==> src/rtl/max11100_emulator_if.sv <==
// Pin-level bundle for the MAX11100 SPI slave emulator: sample loading side and SPI side.
interface max11100_emulator_if;
    logic [15:0] i_sample;
    logic        i_sample_valid;
    logic        i_sclk;
    logic        i_cs_n;
    logic        o_miso;
    logic        o_miso_oe;
    logic        o_busy;
    logic        o_frame_done;
    logic        o_short_frame;

    modport slave (
        input  i_sample, i_sample_valid, i_sclk, i_cs_n,
        output o_miso, o_miso_oe, o_busy, o_frame_done, o_short_frame
    );

    modport master (
        output i_sample, i_sample_valid, i_sclk, i_cs_n,
        input  o_miso, o_miso_oe, o_busy, o_frame_done, o_short_frame
    );
endinterface

==> src/rtl/max11100_emulator.sv <==
// SPI mode-0 slave that serves 24-bit frames {8'h00, sample} like a MAX11100 ADC,
// oversampling the asynchronous SCLK/CS pins with the system clock.
module max11100_emulator (
    input  logic                  i_clk,
    input  logic                  i_rst,
    max11100_emulator_if.slave    bus
);

    typedef enum logic [1:0] {IDLE, SHIFT, HOLD} state_t;

    state_t      state;
    state_t      state_next;

    logic        cs_meta, cs_sync, cs_prev;
    logic        sclk_meta, sclk_sync, sclk_prev;
    logic        cs_fall, cs_rise, cs_edge;
    logic        sclk_rise, sclk_fall;

    logic [15:0] hold_reg;
    logic [23:0] shift_reg;
    logic [4:0]  bit_cnt;

    logic        load;
    logic        count_en;
    logic        shift_en;
    logic        frame_done, frame_done_next;
    logic        short_frame, short_frame_next;

    // Reset to 0 so a CS held low through reset never looks like a falling edge.
    always_ff @(posedge i_clk) begin
        if (i_rst) begin
            cs_meta   <= 1'b0;
            cs_sync   <= 1'b0;
            cs_prev   <= 1'b0;
            sclk_meta <= 1'b0;
            sclk_sync <= 1'b0;
            sclk_prev <= 1'b0;
        end else begin
            cs_meta   <= bus.i_cs_n;
            cs_sync   <= cs_meta;
            cs_prev   <= cs_sync;
            sclk_meta <= bus.i_sclk;
            sclk_sync <= sclk_meta;
            sclk_prev <= sclk_sync;
        end
    end

    assign cs_fall   = cs_prev & ~cs_sync;
    assign cs_rise   = ~cs_prev & cs_sync;
    assign cs_edge   = cs_fall | cs_rise;
    assign sclk_rise = ~sclk_prev & sclk_sync;
    assign sclk_fall = sclk_prev & ~sclk_sync;

    always_ff @(posedge i_clk) begin
        if (i_rst) begin
            state <= IDLE;
        end else begin
            state <= state_next;
        end
    end

    always_comb begin
        state_next       = state;
        load             = 1'b0;
        count_en         = 1'b0;
        shift_en         = 1'b0;
        frame_done_next  = 1'b0;
        short_frame_next = 1'b0;
        case (state)
            IDLE: begin
                if (cs_fall) begin
                    state_next = SHIFT;
                    load       = 1'b1;
                end
            end
            SHIFT: begin
                if (cs_rise) begin
                    state_next       = IDLE;
                    short_frame_next = 1'b1;
                end else if (!cs_edge) begin
                    // Falling edge before the first rising edge carries no bit boundary.
                    if (sclk_rise) begin
                        count_en = 1'b1;
                        if (bit_cnt == 5'd23) begin
                            state_next = HOLD;
                        end
                    end else if (sclk_fall && bit_cnt != 5'd0) begin
                        shift_en = 1'b1;
                    end
                end
            end
            HOLD: begin
                if (cs_rise) begin
                    state_next      = IDLE;
                    frame_done_next = 1'b1;
                end
            end
            default: begin
                state_next = IDLE;
            end
        endcase
    end

    always_ff @(posedge i_clk) begin
        if (i_rst) begin
            hold_reg    <= '0;
            shift_reg   <= '0;
            bit_cnt     <= '0;
            frame_done  <= 1'b0;
            short_frame <= 1'b0;
        end else begin
            if (bus.i_sample_valid) begin
                hold_reg <= bus.i_sample;
            end
            if (load) begin
                shift_reg <= {8'h00, hold_reg};
            end else if (shift_en) begin
                shift_reg <= {shift_reg[22:0], 1'b0};
            end
            if (load) begin
                bit_cnt <= '0;
            end else if (count_en) begin
                bit_cnt <= bit_cnt + 5'd1;
            end
            frame_done  <= frame_done_next;
            short_frame <= short_frame_next;
        end
    end

    always_comb begin
        bus.o_miso        = (state == SHIFT) ? shift_reg[23] : 1'b0;
        bus.o_miso_oe     = (state != IDLE);
        bus.o_busy        = (state != IDLE);
        bus.o_frame_done  = frame_done;
        bus.o_short_frame = short_frame;
    end

endmodule
==> src/flat_wrapper.sv <==
// flat-port wrapper written by rule: the top's interface ports become plain ports
module max11100_emulator_flat 
  (i_clk, i_rst, bus_i_sample, bus_i_sample_valid, bus_i_sclk, bus_i_cs_n, bus_o_miso, bus_o_miso_oe, bus_o_busy, bus_o_frame_done, bus_o_short_frame);
  max11100_emulator_if bus_i ();
  input  logic i_clk;
  input  logic i_rst;
  input wire logic [$bits(bus_i.i_sample)-1:0] bus_i_sample;
  input wire logic [$bits(bus_i.i_sample_valid)-1:0] bus_i_sample_valid;
  input wire logic [$bits(bus_i.i_sclk)-1:0] bus_i_sclk;
  input wire logic [$bits(bus_i.i_cs_n)-1:0] bus_i_cs_n;
  output wire logic [$bits(bus_i.o_miso)-1:0] bus_o_miso;
  output wire logic [$bits(bus_i.o_miso_oe)-1:0] bus_o_miso_oe;
  output wire logic [$bits(bus_i.o_busy)-1:0] bus_o_busy;
  output wire logic [$bits(bus_i.o_frame_done)-1:0] bus_o_frame_done;
  output wire logic [$bits(bus_i.o_short_frame)-1:0] bus_o_short_frame;
  assign bus_i.i_sample = bus_i_sample;
  assign bus_i.i_sample_valid = bus_i_sample_valid;
  assign bus_i.i_sclk = bus_i_sclk;
  assign bus_i.i_cs_n = bus_i_cs_n;
  assign bus_o_miso = bus_i.o_miso;
  assign bus_o_miso_oe = bus_i.o_miso_oe;
  assign bus_o_busy = bus_i.o_busy;
  assign bus_o_frame_done = bus_i.o_frame_done;
  assign bus_o_short_frame = bus_i.o_short_frame;
  max11100_emulator u_core (.i_clk(i_clk), .i_rst(i_rst), .bus(bus_i));
endmodule
==> config.mk <==
export PLATFORM = sky130hd
export DESIGN_NAME = max11100_emulator_flat
export DESIGN_NICKNAME = d
export VERILOG_FILES = /design/src/rtl/max11100_emulator_if.sv /design/src/rtl/max11100_emulator.sv /design/src/flat_wrapper.sv
export SDC_FILE = /design/constraint.sdc
export NUM_CORES = 1
export LEC_CHECK = 0
export BUFFER_PORTS_ARGS = -buffer_cell sky130_fd_sc_hd__buf_2
export CAP_MARGIN = 20
export CORE_MARGIN = 3
export CORE_UTILIZATION = 57
export DETAILED_ROUTE_END_ITERATION = 8
export PLACE_DENSITY = 0.84
export SLEW_MARGIN = 10
export SYNTH_ARGS = -nofsm -noshare
export SYNTH_HDL_FRONTEND = slang
export SYNTH_SLANG_ARGS = --single-unit
==> constraint.sdc <==
create_clock -name i_clk -period 2.07 [get_ports i_clk]
set_clock_uncertainty 0.05 [all_clocks]
set_input_delay 0.207 -clock i_clk [delete_from_list [all_inputs] [get_ports i_clk]]
set_output_delay 0.207 -clock i_clk [all_outputs]
set_load 0.02 [all_outputs]
After elaboration in Yosys (flattened, before gate mapping)
Cells that the tools add are included.

storage, ports and cells
  flip-flop bits (word level) = 55
  output and inout bits = 5
  input port bits = 21

operators by class
  eq/ne operators = 8
  reduce and logical (&&, ||, !) cells = 9
  add/subtract/negate cells = 1
  muxes and demuxes = 22
  bitwise logic cells = 11

operator list
  operator             number
  $mux 16              2
  $mux 1               13
  $mux 2               6
  $ne 3x1->1 const B   2
  $not 1->1            6
  $pmux 2 s3           1
  $reduce_or 2->1      3
  $add 5x1->5 const B  1
  $eq 5x5->1 const B   1
  $reduce_and 5->1     1
  $reduce_bool 5->1    1
  $and 1x1->1          4
  $ne 2x1->1 const B   2
  $reduce_bool 2->1    2
  $ne 3x2->1 const B   1
  $eq 2x1->1 const B   1
  $eq 2x2->1 const B   1
  $logic_not 2->1      1
  $logic_and 1x1->1    1
  $or 1x1->1           1

Logic depth before layout (Yosys ltp)
  depth in word-level cells = 10
  depth in mapped cells = 8
  depth with buffers taken out = 6

Worst setup path after synthesis
OpenSTA, ideal clock, no wires.

  path type = flip-flop to flip-flop
  start point = register u_core.cs_prev
  end point = register u_core.shift_reg[19]
  data arrival time = 1704 ps
  path slack = 188 ps
  setup time = 128 ps
  buffers on the path = 2
  stages on the path, launching flop included = 9
  period minus slack after synthesis = 1882 ps
  cell sequence = dfxtp_1 -> inv_1 -> ha_1 -> or3b_1 -> buf_4 -> nor3_4 -> buf_4 -> mux2i_1 -> nor2_1

on the way
  longest elaborated chain between the ends = 6

ends and longest elaborated chain
  what                      RTL line                  RTL
  start: declaration        max11100_emulator.sv:14   logic cs_meta, cs_sync, cs_prev;
  start signal: assignment  max11100_emulator.sv:41   cs_prev <= cs_sync;
  $not 1->1 *               max11100_emulator.sv:49   assign cs_rise = ~cs_prev & cs_sync;
  $and 1x1->1 *             max11100_emulator.sv:49
  via u_core.cs_rise        max11100_emulator.sv:16   logic cs_fall, cs_rise, cs_edge;
  $or 1x1->1                max11100_emulator.sv:50   assign cs_edge = cs_fall | cs_rise;
  $mux 1                    max11100_emulator.sv:80   end else if (!cs_edge) begin
  $mux 1 *                  max11100_emulator.sv:77   if (cs_rise) begin
  $mux 1 *                  max11100_emulator.sv:69   case (state)
  end signal: assignment    max11100_emulator.sv:116  shift_reg <= {8'h00, hold_reg};
  end signal: assignment    max11100_emulator.sv:118  shift_reg <= {shift_reg[22:0], 1'b0};
  end: declaration          max11100_emulator.sv:20   logic [23:0] shift_reg;

The timed path passes the listed nets; every way through them passes the cells marked *.
A chain may end at the register's enable or synchronous reset.

Final worst setup path
  start point = register u_core.cs_prev
  end point = register u_core.shift_reg[4]

on the way
  longest elaborated chain between the ends = 7

ends and longest elaborated chain
  what                                  RTL line
  $not 1->1 *                           max11100_emulator.sv:49
  $and 1x1->1 *                         max11100_emulator.sv:49
  via u_core.cs_rise                    max11100_emulator.sv:16
  $or 1x1->1                            max11100_emulator.sv:50
  $mux 1                                max11100_emulator.sv:80
  $mux 1 *                              max11100_emulator.sv:77
  $mux 1 *                              max11100_emulator.sv:69
  $reduce_bool 2->1 (no source line) *  --

Marks and branches as above.

==> qor.yml <==
outcome:
  status: "finished clean"
synthesis:
  ys_seq_area_share_pct: 47.0
  ys_seq_elements: 55
  synthArstFlopShare_pct: 0
  yosysWarnings: 0
  syn-cell-area_sq_um: 2340
  syn_inst: 238
  synthFlopType: "dfxtp_1"
  syn-num-nets: 263
  synth_area_per_cell_sq_um: 9.85
  ys_types: 29
  synth-edff-count: 0
route:
  met3_length_microns: 157
  wl_per_cell_microns: 13.8
  wirelength_microns: 4210
  via_per_inst: 5.66
  dr.pass1.iters: 4
  ant_nets: 0
  drtIter0Drc: 135
  num_vias: 1721
  top_layer: "met4"
  drcViolationCount: 0
  wl_met2_microns: 2110
  met1_length_microns: 1900
setup_path:
  r2r_slack_ps: 140
  cpMaxStageDelayCell: "or3b_4"
  path_cells: "inv_1, ha_1, or3b_4, nor3_4, clkbuf_16, a211oi_1, a211oi_1"
  slowest_delay_ps: 410
  startpoint_type: "flip-flop"
  critical_path.top_delay_family: "simple AND/OR/NAND/NOR gates"
  rr_worst_depth: 7
  endpoint_kind: "flip-flop"
  critPathKind: "reg -> reg"
  r2r_start: "u_core.cs_prev$_SDFF_PP0_"
  rr_endpoint: "u_core.shift_reg[4]$_SDFFE_PP0P_"
  cp_num_buf_inv: 2
  arrival_ps: 2110
  critPathMaxFanout: 19
  worstPathRequired_ps: 2250
  cpMostUsedCell: "a211oi_1"
power:
  leakage_nw: 1.03
  peakVddDrop_mv: 0.469
  powerDensity_nw_per_um2: 768
cells_and_area:
  largest_register_ffs: 24
  area_growth_pct: 13.1
  final_cell_mix: "dfxtp_1, nor2_1, buf_2, mux2i_1, a211oi_1"
  final_common_cell: "dfxtp_1"
  diodes: 0
  drive_gt1_share_pct: 20.3
  fin_nets: 280
timing:
  final_max_slew_viol_count: 0
  worstMarginPinSlew_ps: 481
  period_share_pct: 93.4
  tns_ps: 0
  rsz0062_at_grt: "no"
  relSlewSlack_pct: 67.9
  hold_viol: 0
  fmax_ghz: 0.517
  setup_violations: 0
  whs_ps: 61.5
  final.min_clock_period_ps: 1930
floorplan:
  initial_utilization_pct: 61.7
  die_w_microns: 70.1
  die_y_microns: 70.1
  core_area_sq_um: 3800
  placementRows: 22
  die-area_sq_um: 4920
  io_pins: 26
grt:
  grt-ovfl-total: 0
  grt_pass1_vias: 1616
  grt_max_degree: 48
  grt_usage_pct: 16.9
  grt_first_pass_wirelength_microns: 6890
  grt_antenna_before_repair: 0
cts:
  path_clk_slew_ps: 90
  cts_max_level: 2
  clock_latency_ps: 300
  clkSinkCount: 55
  cts_tree: "built"
  cts_root_buf: "clkbuf_8"
  cts_hold_buf: 0
  cts-buffers-inserted: 5
  cts_buffer_depth: 2
placement:
  dp_hpwl_microns: 2530
  gp_congestion: 0.785
  port_buffers: 25
hold_path:
  min_from: "bus_i_cs_n"
  hold_class: "in -> reg"
  whs_path_depth: 2
  hold_path_end: "u_core.cs_meta$_SDFF_PP0_"
job:
  cap_violations: 0
[how the worst max path moves through the flow]
stage / to / depth (start not counted) / start
after floorplan: u_core.shift_reg[19]$_SDFFE_PP0P_ / 8 / u_core.cs_prev$_SDFF_PP0_
after global placement: u_core.shift_reg[23]$_SDFFE_PP0P_ / 7 / u_core.cs_prev$_SDFF_PP0_
after detailed placement: u_core.shift_reg[21]$_SDFFE_PP0P_ / 7 / u_core.cs_prev$_SDFF_PP0_
after CTS: u_core.shift_reg[20]$_SDFFE_PP0P_ / 7 / u_core.cs_prev$_SDFF_PP0_
after global routing: u_core.shift_reg[15]$_SDFFE_PP0P_ / 7 / u_core.cs_prev$_SDFF_PP0_
final: u_core.shift_reg[4]$_SDFFE_PP0P_ / 7 / u_core.cs_prev$_SDFF_PP0_
[cell usage after synthesis, types with 2 or more instances]
master / instances / share of area (%)
and3b_1: 2 / 0.75
mux2i_1: 24 / 10
a211oi_2: 8 / 4.3
or2_2: 2 / 0.53
nand3b_1: 3 / 0.96
clkbuf_1: 11 / 1.8
buf_4: 4 / 1.3
o21ai_0: 2 / 0.43
ha_1: 4 / 2.1
a211oi_1: 23 / 7.4
xnor2_1: 4 / 1.5
nor2b_1: 21 / 5.6
buf_6: 2 / 0.96
nor4bb_1: 2 / 0.85
nor2_1: 32 / 5.1
dfxtp_1: 55 / 47
nand3_1: 2 / 0.43
nor3_1: 3 / 0.64
a21oi_1: 17 / 3.6
inv_1: 6 / 0.96
buf_2: 3 / 0.64
[logic make-up (layout without fill, tap and decap cells)]
kind of cell	after synthesis	count (layout)	synth area share, %
AO/OA/AOI/OAI	52	52	16.4
XOR/XNOR	4	4	1.49
adder cells (fa/ha/maj)	4	4	2.13
buffers and inverters	26	44	5.60
flip-flops	55	55	47.0
multiplexers	24	24	10.2
AND/OR/NAND/NOR	73	73	17.2
[layer usage]
metal / vias to the layer above / track usage [%]
met3: 5 / 3.74
met2: 27 / 29.1
met5: - / 0
met4: 0 / 6.81
met1: 826 / 20.4
li1: 863 / -
[through the flow]
step	utilization [%]	worst slack, ps	cells	power [mW]	area (sq um)
finish	69.8	137	304	2.04	2650
global route	69.8	13.4	304	2.11	2650
CTS	68.9	70.0	303	2.05	2620
detailed placement	65.3	103	295	1.24	2480
global placement	65.3	148	295	1.24	2480
floorplan	-	188	238	1.21	2340
[layout make-up]
class                   count  area, sq um
well taps                  48         60.1
flip-flops and latches     55         1100
multi-input cells         157         1130
clock buffers               5         68.8
fillers                   282         1150
repair buffers             30          205
inverters                   6         22.5
clock inverters             3         67.6
[report_power, final]
| group | internal [mW] | total [mW] | leakage [nW] | switching, mW |
|---|---|---|---|---|
| Combinational | 0.0527 | 0.116 | 0.522 | 0.0632 |
| Clock | 0.482 | 0.817 | 0.0644 | 0.335 |
| Sequential | 1.08 | 1.10 | 0.447 | 0.0189 |
[worst reg2reg max path, stage by stage (launching register included)]
cell,delay [ps]
dfxtp_1,350
inv_1,50
ha_1,240
or3b_4,410
nor3_4,240
clkbuf_16,260
a211oi_1,70
a211oi_1,200
[repair_timing]
action / CTS / global route
endpoints found under the setup margin: 0 / 12
setup buffers: 0 / 0
endpoints found under the hold margin: 0 / 0
resized for setup: 0 / 2
No activity file was read; power rests on OpenSTA's default activity.
